===== src/rtl/data_mem_lsu.sv =====
// Load/store initiator for the 256x8 big-endian data RAM (MEM stage).
// Optional LSU_ALIGN_CHECK_EN: misaligned half/word accesses fault instead of reaching the RAM.
module data_mem_lsu #(
    parameter int unsigned MEM_DEPTH   = 256,
    parameter int unsigned WAIT_CYCLES = 1
) (
    input  logic        clk,
    input  logic        reset_n,
    input  logic        req_valid,
    output logic        req_ready,
    input  logic        req_write,
    input  logic [1:0]  req_size,
    input  logic        req_signed,
    input  logic [31:0] req_addr,
    input  logic [31:0] req_wdata,
    output logic        rsp_valid,
    output logic [31:0] rsp_rdata,
    output logic        rsp_fault,
    output logic        ram_enable,
    output logic        ram_rw,
    output logic [31:0] ram_addr,
    output logic [31:0] ram_wdata,
    output logic [1:0]  ram_size,
    input  logic [31:0] ram_rdata
);

    localparam int unsigned CNT_W = (WAIT_CYCLES > 1) ? $clog2(WAIT_CYCLES) : 1;

    typedef enum logic [1:0] {
        IDLE   = 2'd0,
        SETUP  = 2'd1,
        ACCESS = 2'd2,
        RESP   = 2'd3
    } state_t;

    state_t           state_q, state_d;
    logic [CNT_W-1:0] cnt_q, cnt_d;
    logic             signed_q, signed_d;

    logic        req_ready_d, rsp_valid_d, rsp_fault_d, ram_enable_d, ram_rw_d;
    logic [31:0] rsp_rdata_d, ram_addr_d, ram_wdata_d;
    logic [1:0]  ram_size_d;

    logic [2:0]  nbytes_c;
    logic        range_fault_c, size_fault_c, align_fault_c, fault_c;
    logic [31:0] wdata_mask_c, load_ext_c;

    // Request decode: byte count, fault checks and store-data masking
    always_comb begin
        nbytes_c     = 3'd4;
        wdata_mask_c = req_wdata;
        case (req_size)
            2'b00: begin
                nbytes_c     = 3'd1;
                wdata_mask_c = {24'd0, req_wdata[7:0]};
            end
            2'b01: begin
                nbytes_c     = 3'd2;
                wdata_mask_c = {16'd0, req_wdata[15:0]};
            end
            default: begin
                nbytes_c     = 3'd4;
                wdata_mask_c = req_wdata;
            end
        endcase
    end

    // 33-bit sum so addresses near 2^32 cannot wrap into range
    assign range_fault_c = (({1'b0, req_addr} + 33'(nbytes_c) - 33'd1) > 33'(MEM_DEPTH - 1));
    assign size_fault_c  = (req_size == 2'b11);

`ifdef LSU_ALIGN_CHECK_EN
    assign align_fault_c = ((req_size == 2'b01) && req_addr[0]) ||
                           ((req_size == 2'b10) && (req_addr[1:0] != 2'b00));
`else
    assign align_fault_c = 1'b0;
`endif

    assign fault_c = range_fault_c || size_fault_c || align_fault_c;

    // Load extension of the RAM's right-justified read data
    always_comb begin
        case (ram_size)
            2'b00:   load_ext_c = {{24{signed_q & ram_rdata[7]}}, ram_rdata[7:0]};
            2'b01:   load_ext_c = {{16{signed_q & ram_rdata[15]}}, ram_rdata[15:0]};
            default: load_ext_c = ram_rdata;
        endcase
    end

    // Next-state and next-output logic
    always_comb begin
        state_d      = state_q;
        cnt_d        = cnt_q;
        signed_d     = signed_q;
        req_ready_d  = 1'b0;
        rsp_valid_d  = 1'b0;
        rsp_fault_d  = 1'b0;
        rsp_rdata_d  = 32'd0;
        ram_enable_d = 1'b0;
        ram_rw_d     = ram_rw;
        ram_addr_d   = ram_addr;
        ram_wdata_d  = ram_wdata;
        ram_size_d   = ram_size;

        case (state_q)
            IDLE: begin
                if (req_valid && req_ready) begin
                    ram_rw_d    = req_write;
                    ram_addr_d  = req_addr;
                    ram_size_d  = req_size;
                    ram_wdata_d = wdata_mask_c;
                    signed_d    = req_signed;
                    if (fault_c) begin
                        state_d     = RESP;
                        rsp_valid_d = 1'b1;
                        rsp_fault_d = 1'b1;
                    end else begin
                        state_d = SETUP;
                    end
                end else begin
                    req_ready_d = 1'b1;
                end
            end
            SETUP: begin
                state_d      = ACCESS;
                ram_enable_d = 1'b1;
                cnt_d        = CNT_W'(WAIT_CYCLES - 1);
            end
            ACCESS: begin
                if (cnt_q == '0) begin
                    state_d     = RESP;
                    rsp_valid_d = 1'b1;
                    rsp_rdata_d = ram_rw ? 32'd0 : load_ext_c;
                end else begin
                    cnt_d        = CNT_W'(cnt_q - 1'b1);
                    ram_enable_d = 1'b1;
                end
            end
            RESP: begin
                state_d     = IDLE;
                req_ready_d = 1'b1;
            end
            default: state_d = IDLE;
        endcase
    end

    // State and registered outputs
    always_ff @(posedge clk or negedge reset_n) begin
        if (!reset_n) begin
            state_q    <= IDLE;
            cnt_q      <= '0;
            signed_q   <= 1'b0;
            req_ready  <= 1'b0;
            rsp_valid  <= 1'b0;
            rsp_fault  <= 1'b0;
            rsp_rdata  <= 32'd0;
            ram_enable <= 1'b0;
            ram_rw     <= 1'b0;
            ram_addr   <= 32'd0;
            ram_wdata  <= 32'd0;
            ram_size   <= 2'd0;
        end else begin
            state_q    <= state_d;
            cnt_q      <= cnt_d;
            signed_q   <= signed_d;
            req_ready  <= req_ready_d;
            rsp_valid  <= rsp_valid_d;
            rsp_fault  <= rsp_fault_d;
            rsp_rdata  <= rsp_rdata_d;
            ram_enable <= ram_enable_d;
            ram_rw     <= ram_rw_d;
            ram_addr   <= ram_addr_d;
            ram_wdata  <= ram_wdata_d;
            ram_size   <= ram_size_d;
        end
    end

endmodule

===== config.mk =====
export PLATFORM = sky130hd
export DESIGN_NAME = data_mem_lsu
export DESIGN_NICKNAME = d
export VERILOG_FILES = /design/src/rtl/data_mem_lsu.sv
export SDC_FILE = /design/constraint.sdc
export NUM_CORES = 1
export LEC_CHECK = 0
export ABC_CLOCK_PERIOD_IN_PS = 3400
export CAP_MARGIN = 40
export CORE_ASPECT_RATIO = 0.75
export CORE_MARGIN = 10
export CORE_UTILIZATION = 30
export CTS_BUF_LIST = sky130_fd_sc_hd__clkbuf_4 sky130_fd_sc_hd__clkbuf_8
export DETAILED_ROUTE_END_ITERATION = 10
export PLACE_DENSITY = 0.65
export RECOVER_POWER = 50
export SLEW_MARGIN = 0
export SYNTH_ARGS = -nofsm -noshare
export SYNTH_HDL_FRONTEND = slang
export SYNTH_SLANG_ARGS = --single-unit

===== constraint.sdc =====
create_clock -name clk -period 3.4 [get_ports clk]
set_input_delay 0.85 -clock clk [delete_from_list [all_inputs] [get_ports clk]]
set_output_delay 0.85 -clock clk [all_outputs]
set_load 0.1 [all_outputs]

* Word-level counts from Yosys, hierarchy flattened
Cells that the tools add are included.
** Storage, ports and cells
- Register bits :: 107
- Bits in latches :: 0
- Bits in writable memories :: 0
- ROM bits :: 0
- Input port bits :: 103
- Word-level logic and storage cells :: 55
- Memories :: 0
** Cells by class
- Add/sub/neg operators :: 3
- $mul :: 0
- Divide/modulo/power cells :: 0
- $lt $le $gt $ge :: 1
- Eq/ne operators :: 8
- Shift-type cells :: 0
- Multiplexer cells :: 21
- Bitwise operators :: 2
- Reduce and logical (&&, ||, !) cells :: 8
** Operators with widths (count)
- $pmux 32 s2 :: 2
- $mux 32 :: 3
- $add 32x3->33 :: 1
- $gt 33x8->1 const B :: 1
- $sub 33x1->33 const B :: 1
- $pmux 1 s2 :: 4
- $pmux 2 s4 :: 1
- $mux 1 :: 7
- $eq 2x1->1 const B :: 3
- $eq 2x2->1 const B :: 3
- $logic_not 2->1 :: 3
- $mux 2 :: 3
- $pmux 3 s2 :: 1
- $ne 2x2->1 const B :: 2
- $reduce_and 2->1 :: 2
- $and 1x1->1 :: 2
- $reduce_bool 2->1 :: 1
- $logic_and 1x1->1 :: 1
- $logic_or 1x1->1 :: 1
- $sub 1x1->1 const B :: 1

* Depth between registers and ports, before layout
- Depth in word-level cells :: 9
- Mapped depth :: 16

* Least setup slack after synthesis
No wires, ideal clock.
- Path kind :: input to register
- From :: in req_size[1]
- To :: reg rsp_valid
- Library setup time :: 0.129 ns
- Data arrival time :: 4.398 ns
- Required time :: 3.271 ns
- Path slack :: -1.127 ns
- Stages :: 16
- Path through :: clkbuf_1 or2_2 clkbuf_1 ha_1 inv_1 ha_1 fa_1 a211oi_2 o21ai_2 a31o_1 o21a_1 or4b_4 a2111oi_4 o2111ai_1 nor4b_2 o21bai_1
** On the way
- Cells in the longest elaborated chain, start to end :: 9
** RTL lines
- start: declaration :: line 12 : input logic [1:0] req_size,
- $eq 2x1->1 / $logic_not 2->1 (equally long branches) :: line 52 : case (req_size)
- $pmux 3 s2 :: line 52
- $add 32x3->33 :: line 69 : assign range_fault_c = (({1'b0, req_addr} + 33'(nbytes_c) - 33'd1) > 33'(MEM_DEPTH - 1));
- $sub 33x1->33 :: line 69
- $gt 33x8->1 :: line 69
- $logic_or 1x1->1 * :: line 79 : assign fault_c = range_fault_c || size_fault_c || align_fault_c;
- $mux 1 * :: line 113 : if (fault_c) begin
- $mux 1 * :: line 107 : if (req_valid && req_ready) begin
- $pmux 1 s2 * :: line 105 : case (state_q)
- named net rsp_valid_d :: line 40 : logic req_ready_d, rsp_valid_d, rsp_fault_d, ram_enable_d, ram_rw_d;
- end signal: assignment :: line 167 : rsp_valid <= rsp_valid_d;
- end: declaration :: line 16 : output logic rsp_valid,
The timed path passes the listed nets; every way through them passes the cells marked *.
A chain may end at the register's enable or synchronous reset.

* Worst setup path in the final report
Ends and elaborated chain as after synthesis.

==> results.ini <==
[outcome]
status=complete, but fails checks
violations=max-capacitance violations, max-slew violations, negative setup slack

[place]
gp_congestion=0.894
dp_cells=1245
dpl_worst_slack_ns=-1.27
numPortBuffers=205
hpwl_um=18000
dpl_cell_area_um2=9080

[synth]
syn_nets=824
ys_seq_elements=106
synth.cell_area_um2=6010
yosysTopAreaCell=dfrtp_1
synth.distinct_cells=61
ys_warn_count=0
synthArstFlopShare_pct=100
syn_avg_cell_area_um2=8.81
ys_seq_area_share_pct=44.1
synth_top_area_share_pct=44.1
synth-edff-count=0
synth_ff_type=dfrtp_1
synthCells=682
synthTopCellsByArea=dfrtp_1 (44%), ha_1 (7.9%), o21ai_0 (7.2%)

[worst_setup_path]
path_max_fanout=4
r2r-start=state_q[0]
rrSetupSlack_ns=1.44
startpoint_type=primary input
crit_required_ns=3.67
cp.arrival_ns=3.99
end_kind=flop
critPathKind=in -> reg
crit_start=req_size[1]

[cts]
cts_root_buffer=clkbuf_8
ctsHtreeMaxLevel=3
cts_made_buffers=9
cts.sinks=106
path_clk_slew_ns=0.12
clkLatencyLatePin_ns=0.39
cts_tree=done
ctsHoldBuffers=0
clockBufferDepth=2

[drt]
drtIter0Drc=350
drcViolationCount=0
drt_first_pass_iters=4
routedWlPerCell_um=17.3
routed-via-count=6085
ant_nets=0
vias_per_cell=4.80
wl_um=21900

[sta]
fin_crit_sh_pct=109
skew_ns=0.0200
period_minus_slack_ns=3.71
hold_viol=0
slew_violations=40
setup_viol=3
fin_ws_ns=-0.314
slew_headroom_pct=-49.9
fin_tns_setup_ns=-0.660
rsz0062_at_grt=yes
fmax_mhz=269
tightestPinTransition_ns=2.25

[power_and_ir_drop]
power.density_nw_per_um2=982
p_int_mw=3.45
combPwrFrac_pct=68.7
peakVddDrop_v=0.000743
p_switching_mw=5.80
p_seq_share_pct=22.5
clockPowerShare_pct=8.8
total_leakage_power_nw=4.65
finalPower_mw=9.25
swShare_pct=62.7

[grt]
grt_pass1_wl_um=33500
grt_usage_pct=16.2
first_global_vias=6021
antenna_found_initial=2
grt_max_degree=55
grt.overflow.total=0

[floorplan]
ioPinCount=206
die_area_um2=26200
die_x_um=183
core-area_um2=19500
std_cell_rows=44
die_y_um=143
initial_core_util_pct=30.8

[flow_run]
cap_violations=1

[finish]
final_cell_area_um2=9420
n_fill_cell=1907
drive_gt1_share_pct=31.4
seq_area_um2=2650
final_cells=1267
syn_to_final_growth_pct=56.8
nets=1149
multi_input_area_um2=3090

[worst_hold_path]
hp-start=ram_addr[7]
hold_path_class=reg -> reg

[power groups by stage]
| stage | logic, mW | registers (mW) | clock network [mW] |
|---|---|---|---|
| 2_1_floorplan | 0.923 | 5.88 | 0 |
| 6_report | 6.36 | 2.08 | 0.816 |
| 5_1_grt | 6.63 | 2.15 | 0.899 |
| 3_5_place_dp | 6.36 | 2.11 | 0 |
| 4_1_cts | 6.38 | 2.09 | 0.851 |
| 3_3_place_gp | 6.33 | 2.10 | 0 |
[state kept, by name, summed over array words and instances, names as in the netlist]
signal,flops
ram_wdata,32
ram_addr,32
rsp_valid,1
rsp_rdata,32
ram_rw,1
state_q,2
rsp_fault,1
signed_q,1
ram_enable,1
req_ready,1
ram_size,2
[kinds of logic after synthesis]
logic type / synth area share [%]
AOI/OAI and AO/OA: 21.8
xor gates and xnor gates: 1.31
adders and majority gates: 8.24
buffers and inverters: 6.54
DFF: 44.1
muxes: 2.94
and+or+nand+nor: 15.0
[final timing paths]
path                                 end  depth (start not counted)
max                            rsp_valid                         16
min                          ram_addr[7]                          2
max reg2reg                rsp_rdata[18]                          6
min reg2reg                  ram_addr[7]                          2
max in group asynchronous  rsp_rdata[20]                          2
min in group asynchronous   ram_addr[13]                          1
[synth_stat cells (all sizes together) (9+ instances only)]
cell and count:
o21ai 90, and2 9, nand4 9, nor3 9, ha 38, mux2 13
nand2 113, a21oi 65, inv 63, o211ai 9, clkbuf 30, dfrtp 106
nor2 21
[critical path, cell delays in order]
cell       delay (ns)
buf_12           0.11
clkinv_8         0.04
nand2_4          0.04
ha_4             0.27
inv_4            0.03
ha_4             0.15
fa_2             0.33
a211oi_2         0.21
o21ai_2          0.12
a31o_1           0.23
o21a_1           0.18
or4b_4           0.50
a2111oi_4        0.33
o2111ai_2        0.18
nor4b_2          0.30
o21bai_1         0.11
[per-stage QoR]
step	hold slack (ns)	utilization, %
after floorplan	0.494	-
after global placement	0.463	46.5
after detailed placement	0.471	46.5
after CTS	0.429	47.8
after global routing	0.518	48.2
final	0.490	48.2
[per-layer routing]
metal / track usage [%] / wire [um]
met1: 21.1 / 9860
met5: 0 / 17
met3: 5.56 / 2060
met2: 25.4 / 9640
met4: 3.83 / 333
[cell type report]
class | instances | share of cell area, %
Clock buffer | 9 | 1.31
Sequential cell | 106 | 28.2
Tap cell | 253 | 3.36
Inverter | 63 | 2.67
Antenna cell | 2 | 0.0531
Clock inverter | 7 | 0.823
Timing Repair Buffer | 351 | 30.8
Multi-Input combinational cell | 476 | 32.8
[cell usage in the layout, fill, tap and decap left out, types with 6 or more instances in the layout]
cell type          n
nand4_1            9
a31oi_1            6
nand3_1            6
mux2_2            13
nor2_1            21
clkdlybuf4s50_1   93
clkbuf_8           9
o21ai_0           86
xor2_1             7
a21oi_1           62
nor3_1             7
and2_0             6
ha_1              33
a211oi_1           6
dfrtp_1          106
inv_1             56
nor2b_1            8
o211ai_1           9
nand2_1          112
buf_4            246
[what timing repair did]
action | 4_1_cts | 5_1_grt
setup endpoints to repair | 3 | 3
gates resized for setup | 30 | 17
hold endpoints to repair | 0 | 0
buffers inserted | 2 | 2
pin swaps | 14 | 16
Note: power is estimated with default switching activity, not from simulation.
